[src/rtl/ceespu_pkg.sv]
// Shared encodings for the ceespu memory stage: writeback source, load size
// and extension select, and the memory-stage state type.
package ceespu_pkg;

    localparam logic [1:0] SELWB_ALU  = 2'd0;
    localparam logic [1:0] SELWB_LOAD = 2'd1;
    localparam logic [1:0] SELWB_LINK = 2'd2;
    localparam logic [1:0] SELWB_ZERO = 2'd3;

    localparam logic [1:0] SELMEM_WORD = 2'd0;
    localparam logic [1:0] SELMEM_HALF = 2'd1;
    localparam logic [1:0] SELMEM_BYTE = 2'd2;
    localparam int         SELMEM_ZEXT_BIT = 2;

    typedef enum logic {
        ST_IDLE   = 1'b0,
        ST_ACCESS = 1'b1
    } mem_state_e;

endpackage

[src/rtl/ceespu_load_align.sv]
// Combinational load aligner: picks the addressed byte/half lane out of the
// bus read word and sign- or zero-extends it to 32 bits.
module ceespu_load_align
    import ceespu_pkg::*;
(
    input  logic [31:0] rdata,
    input  logic [1:0]  addr,
    input  logic [2:0]  sel_mem,
    output logic [31:0] result
);

    logic        zext;
    logic [7:0]  byte_lane;
    logic [15:0] half_lane;

    always_comb begin
        zext      = sel_mem[SELMEM_ZEXT_BIT];
        byte_lane = rdata[{addr, 3'b000} +: 8];
        // Half lane follows address bit 0 to match the execute-stage store strobes.
        half_lane = addr[0] ? rdata[31:16] : rdata[15:0];
        result    = rdata;
        case (sel_mem[1:0])
            SELMEM_BYTE: result = zext ? {24'b0, byte_lane} : {{24{byte_lane[7]}}, byte_lane};
            SELMEM_HALF: result = zext ? {16'b0, half_lane} : {{16{half_lane[15]}}, half_lane};
            default:     result = rdata;
        endcase
    end

endmodule

[src/rtl/ceespu_memory.sv]
// ceespu memory stage: drives the data bus with a req/ack handshake, stalls
// upstream while an access is outstanding and produces the register writeback.
module ceespu_memory
    import ceespu_pkg::*;
#(
    parameter int TIMEOUT = 16,
    parameter int CNT_W   = 5
) (
    input  logic        I_clk,
    input  logic        I_rst,
    input  logic        I_we,
    input  logic [4:0]  I_regD,
    input  logic [31:0] I_aluResult,
    input  logic [1:0]  I_selWb,
    input  logic [2:0]  I_selMem,
    input  logic        I_memE,
    input  logic [3:0]  I_memWe,
    input  logic [31:0] I_memAddress,
    input  logic [31:0] I_storeData,
    input  logic [13:0] I_PC,
    input  logic        I_busAck,
    input  logic [31:0] I_busRData,
    output logic        O_busReq,
    output logic [31:0] O_busAddr,
    output logic [31:0] O_busWData,
    output logic [3:0]  O_busWe,
    output logic        O_we,
    output logic [4:0]  O_regD,
    output logic [31:0] O_wbData,
    output logic        O_busErr,
    output logic        O_stall
);

    localparam logic [CNT_W-1:0] TO_LAST = (TIMEOUT == 0) ? '0 : CNT_W'(TIMEOUT - 1);

    mem_state_e  state_q, state_d;
    logic        bus_req_q, bus_req_d;
    logic [31:0] bus_addr_q, bus_addr_d;
    logic [31:0] bus_wdata_q, bus_wdata_d;
    logic [3:0]  bus_we_q, bus_we_d;
    logic        we_q, we_d;
    logic [4:0]  regd_q, regd_d;
    logic [31:0] wb_data_q, wb_data_d;
    logic        bus_err_q, bus_err_d;
    logic        lat_we_q, lat_we_d;
    logic [4:0]  lat_regd_q, lat_regd_d;
    logic [1:0]  lat_selwb_q, lat_selwb_d;
    logic [2:0]  lat_selmem_q, lat_selmem_d;
    logic [31:0] lat_src_q, lat_src_d;
    logic [CNT_W-1:0] count_q, count_d;

    logic [31:0] src_mux;
    logic [31:0] load_data;
    logic        timeout_hit;
    logic        stall_c;

    ceespu_load_align u_align (
        .rdata   (I_busRData),
        .addr    (bus_addr_q[1:0]),
        .sel_mem (lat_selmem_q),
        .result  (load_data)
    );

    always_comb begin
        src_mux = 32'd0;
        case (I_selWb)
            SELWB_ALU:  src_mux = I_aluResult;
            SELWB_LINK: src_mux = {18'b0, I_PC} + 32'd1;
            default:    src_mux = 32'd0;
        endcase
    end

    always_comb begin
        state_d      = state_q;
        bus_req_d    = bus_req_q;
        bus_addr_d   = bus_addr_q;
        bus_wdata_d  = bus_wdata_q;
        bus_we_d     = bus_we_q;
        we_d         = we_q;
        regd_d       = regd_q;
        wb_data_d    = wb_data_q;
        bus_err_d    = 1'b0;
        lat_we_d     = lat_we_q;
        lat_regd_d   = lat_regd_q;
        lat_selwb_d  = lat_selwb_q;
        lat_selmem_d = lat_selmem_q;
        lat_src_d    = lat_src_q;
        count_d      = count_q;
        stall_c      = 1'b0;
        timeout_hit  = (TIMEOUT != 0) && (state_q == ST_ACCESS) && !I_busAck &&
                       (count_q == TO_LAST);

        case (state_q)
            ST_IDLE: begin
                if (I_memE) begin
                    stall_c      = 1'b1;
                    bus_req_d    = 1'b1;
                    bus_addr_d   = I_memAddress;
                    bus_wdata_d  = I_storeData;
                    bus_we_d     = I_memWe;
                    lat_we_d     = I_we;
                    lat_regd_d   = I_regD;
                    lat_selwb_d  = I_selWb;
                    lat_selmem_d = I_selMem;
                    lat_src_d    = src_mux;
                    we_d         = 1'b0;
                    count_d      = '0;
                    state_d      = ST_ACCESS;
                end else begin
                    we_d      = I_we;
                    regd_d    = I_regD;
                    wb_data_d = src_mux;
                end
            end
            ST_ACCESS: begin
                stall_c = !I_busAck && !timeout_hit;
                if (I_busAck) begin
                    bus_req_d = 1'b0;
                    we_d      = lat_we_q;
                    regd_d    = lat_regd_q;
                    wb_data_d = (lat_selwb_q == SELWB_LOAD) ? load_data : lat_src_q;
                    state_d   = ST_IDLE;
                end else if (timeout_hit) begin
                    // Abandon the access so a dead slave cannot hang the core.
                    bus_req_d = 1'b0;
                    bus_err_d = 1'b1;
                    we_d      = 1'b0;
                    state_d   = ST_IDLE;
                end else begin
                    count_d = count_q + CNT_W'(1);
                end
            end
            default: state_d = ST_IDLE;
        endcase
    end

    always_ff @(posedge I_clk) begin
        if (!I_rst) begin
            state_q      <= ST_IDLE;
            bus_req_q    <= 1'b0;
            bus_addr_q   <= 32'd0;
            bus_wdata_q  <= 32'd0;
            bus_we_q     <= 4'd0;
            we_q         <= 1'b0;
            regd_q       <= 5'd0;
            wb_data_q    <= 32'd0;
            bus_err_q    <= 1'b0;
            lat_we_q     <= 1'b0;
            lat_regd_q   <= 5'd0;
            lat_selwb_q  <= 2'd0;
            lat_selmem_q <= 3'd0;
            lat_src_q    <= 32'd0;
            count_q      <= '0;
        end else begin
            state_q      <= state_d;
            bus_req_q    <= bus_req_d;
            bus_addr_q   <= bus_addr_d;
            bus_wdata_q  <= bus_wdata_d;
            bus_we_q     <= bus_we_d;
            we_q         <= we_d;
            regd_q       <= regd_d;
            wb_data_q    <= wb_data_d;
            bus_err_q    <= bus_err_d;
            lat_we_q     <= lat_we_d;
            lat_regd_q   <= lat_regd_d;
            lat_selwb_q  <= lat_selwb_d;
            lat_selmem_q <= lat_selmem_d;
            lat_src_q    <= lat_src_d;
            count_q      <= count_d;
        end
    end

    assign O_busReq   = bus_req_q;
    assign O_busAddr  = bus_addr_q;
    assign O_busWData = bus_wdata_q;
    assign O_busWe    = bus_we_q;
    assign O_we       = we_q;
    assign O_regD     = regd_q;
    assign O_wbData   = wb_data_q;
    assign O_busErr   = bus_err_q;
    assign O_stall    = stall_c & I_rst;

endmodule

[config.mk]
export PLATFORM = sky130hd
export DESIGN_NAME = ceespu_memory
export DESIGN_NICKNAME = d
export VERILOG_FILES = /design/src/rtl/ceespu_pkg.sv /design/src/rtl/ceespu_load_align.sv /design/src/rtl/ceespu_memory.sv
export SDC_FILE = /design/constraint.sdc
export NUM_CORES = 1
export LEC_CHECK = 0
export CAP_MARGIN = 20
export CORE_UTILIZATION = 41
export DETAILED_ROUTE_END_ITERATION = 8
export PLACE_DENSITY = 0.77
export SLEW_MARGIN = 40
export SYNTH_ARGS = -nofsm -noshare
export SYNTH_HDL_FRONTEND = slang
export SYNTH_SLANG_ARGS = --single-unit
export TNS_END_PERCENT = 5
[constraint.sdc]
create_clock -name I_clk -period 1.8 [get_ports I_clk]
set_input_delay 0.54 -clock I_clk [delete_from_list [all_inputs] [get_ports I_clk]]
set_output_delay 0.54 -clock I_clk [all_outputs]
set_load 0.03 [all_outputs]
==> summary.md <==
| Metric | Value |
|---|---|
| Net count, final | `between 1,000 and 1,500` |
| Synthesis Warnings | `0` |
| Post-synth top cells | `nand2_1, dfxtp_1, a21oi_1, clkbuf_1, nor2_1` |
| Avg WL per Cell | `18.0 µm` |
| Tot Pwr | `roughly 10,000 µW` |
| Clk root buf | `clkbuf_16` |
| Die ar. | `18,900 µm²` |
| H-tree depth | `4` |
| Synth top area cells | `dfxtp_1, nand2_1, a21oi_1` |
| CP arrival | `1.62 ns` |
| Post-route insts no fill | `between 1,500 and 2,000` |
| Fin. max-slew vios | `0` |
| Yosys top cell by area | `dfxtp_1` |
| Die Ht | `137 µm` |
| Pre-CTS setup slack | `-0.803 ns` |
| Port-buffer cells | `269` |
| Critical path peak fanout | `2` |
| Setup Crit Path Kind | `reg2out` |
| CP Cell Sequence | `ha_4, and3_4, ha_4, nor2_4, nor2_4, nor2_4, buf_6` |
| Leak | `a little over 0.005 µW` |
| Syn_nets | `around 1,100` |
| DRT Wirelength | `between 20,000 and 30,000 µm` |
| Ratio of cells with drive above 1 in the final layout | `19.5%` |
| Worst Tran Pin Value | `~0.45 ns` |
| Hold_buf cts | `0` |
| Site Rows | `49` |
| Number of global-route vias before repair | `8,396` |
| Initial DRC Count | `a little over 700` |
| Initial antenna violation count | `1` |
| Failing checks | `setup timing` |
| Die W | `roughly 140 µm` |
| CTS tree | `yes` |
| MaxCap Viol Count | `0` |
| # diodes | `0` |
| Setup TNS | `-0.925 ns` |
| # setup viols final | `24` |
| Top-area cell type share of the netlist area | `41.9%` |
| Cell with the most instances after synthesis | `nand2_1` |
| Antenna viol nets, final | `0` |
| PnR worst setup slack | `-0.364 ns` |
| DPL Wire Length | `about 20,000 µm` |
| Worst setup SP type | `flip-flop` |
| Syn avg cell area | `between 7 and 8 µm²` |
| Core Box Area | `18,000 µm²` |
| Via count | `around 8,600` |
| Final hold vios | `0` |
| CTS Buffer Depth | `2` |
| Post-layout min period | `roughly 2.2 ns` |
| Hold_ws | `approximately 0.45 ns` |
| Crit-path most repeated cell | `nor2_4` |
| Largest net degree at the start of global routing | `60` |
| Achievable frequency | `0.462 GHz` |
| Synth cell types | `70` |
| Slowest stage delay, CP | `~0.34 ns` |
| Worst Hold Class | `reg2reg` |
| Clock slew seen by the registers of the worst setup and hold paths | `approximately 0.060 ns` |
| # fillers | `between 1,000 and 1,500` |
| PwrDens | `roughly 820 nW/µm²` |
| Area growth from synthesis to layout | `62.8%` |
| First-pass GRT wire length | `42,300 µm` |
| Main flop type after synthesis | `dfxtp_1` |
| RSZ-0062 raised after global routing | `yes` |
| RePlAce Congestion | `0.901` |
| Worst path slowest cell | `dfxtp_2` |
| All-Layer GR Usage | `between 20 and 30%` |
| 1st-pass router iterations | `5` |
| Post-synth EDFFs | `0` |
| Final Cycle Share | `120%` |
| Slew headroom | `between 60% and 70%` |
| Seq/Total Area, Yosys | `roughly two fifths` |
| Cell Area, Synth | `7510 µm²` |
| Yosys reg bits | `between 150 and 200` |
| CTS Sinks | `157` |
| Asr flop ratio synth | `0%` |
| Inst Count DP | `1,507` |
| I/O pins | `between 200 and 300` |
| Skew-Pair Late Insertion Delay | `~0.42 ns` |
| Initial Util | `41.8%` |
| Status | `finished with violations` |
| DRC viols | `0` |
| Layout Skew | `approximately 0.0091 ns` |
| Peak supply drop | `0.000691 V` |
| Required time worst endpoint | `between 1 and 1.5 ns` |
| Grt total ovfl | `0` |
| Crit. End Element | `output port` |
| Mapped Cells | `around 950` |
| Via density | `5.56` |
| Num CTS Buffers | `17` |
-- per-stage QoR --
step | utilization [%] | cell area [µm²]
finish | 68.0 | 12200
global route | 68.0 | 12200
CTS | 67.8 | 12200
detailed placement | 63.2 | 11400
global placement | 63.2 | 11400
floorplan | - | 7520
-- routing by layer --
layer | GRT usage (%) | vias to the layer above | share of wire (%)
li1 | - | 4069 | -
met1 | 34.5 | 3982 | 38
met2 | 48.5 | 480 | 47
met3 | 8.20 | 85 | 11
met4 | 14.6 | 2 | 3.8
met5 | 0 | - | 0.039
-- placed cells by master, fill, tap and decap left out, drive strengths merged, types with 12 or more instances in the layout --
cell	synthesis	routed
nand2	239	239
dfxtp	157	157
buf	34	155
clkdlybuf4s50	0	141
a21oi	123	123
dlygate4sd2	0	120
nand3	43	43
nor2	43	43
o21ai	41	41
clkbuf	44	22
o211ai	19	19
a31oi	18	18
mux2	18	18
a211oi	14	14
nor3	12	12
-- worst paths after layout --
kind,from,end,slack (ns),cells past startpoint
max reg2reg,O_busAddr[0]$_SDFFE_PN0P_,O_wbData[1]$_SDFFE_PN0P_,-0.10,8
max,count_q[0]$_SDFFE_PN0P_,O_stall,-0.36,7
min reg2reg,O_busWData[2]$_SDFFE_PN0P_,O_busWData[2]$_SDFFE_PN0P_,0.45,2
min,O_busWData[2]$_SDFFE_PN0P_,O_busWData[2]$_SDFFE_PN0P_,0.45,2
-- kinds of logic after synthesis --
kind of cell / after synthesis / share of synthesized area, %
AOI/OAI and AO/OA: 268 / 22.5
and+or+nand+nor: 385 / 22.3
adders and majority gates: 5 / 0.833
xor gates and xnor gates: 9 / 1.05
buffers and inverters: 88 / 5.28
DFF: 157 / 41.9
muxes: 34 / 6.08
-- area by class of cell --
cell class | instances | area [µm²] | share of cell area [%]
multi-input combinational | 701 | 4230 | 34.6
timing repair buffer | 421 | 3870 | 31.7
sequential | 157 | 3160 | 25.8
clock buffer | 22 | 464 | 3.80
tap | 229 | 287 | 2.35
clock inverter | 9 | 160 | 1.31
inverter | 10 | 43.8 | 0.358
-- state kept, by name (all words and copies together) (netlist names) --
name          count
lat_regd_q        5
O_busWe           4
lat_selwb_q       2
lat_we_q          1
O_busAddr        32
O_busReq          1
O_we              1
lat_src_q        32
O_regD            5
O_wbData         32
O_busWData       32
O_busErr          1
count_q           5
state_q           1
lat_selmem_q      3
-- worst max-delay path: cells and delay by family, from the launching register on --
kind | cells | cell delay, ns
adders and majority gates | 2 | 0.32
buffers and inverters | 1 | 0.13
DFF | 1 | 0.34
and+or+nand+nor | 4 | 0.42
-- timing repair --
action	4_1_cts	5_1_grt
setup endpoints to repair	148	46
cloned	1	0
gates resized for setup	175	18
buffers inserted	13	1
pin swaps	26	12
-- report_power, final --
part | switching (µW) | total [µW] | internal [µW]
combinational | 1330 | 2420 | 1080
sequential | 126 | 3810 | 3690
clock | 1450 | 3850 | 2400
Note: power is estimated with default switching activity, not from simulation.
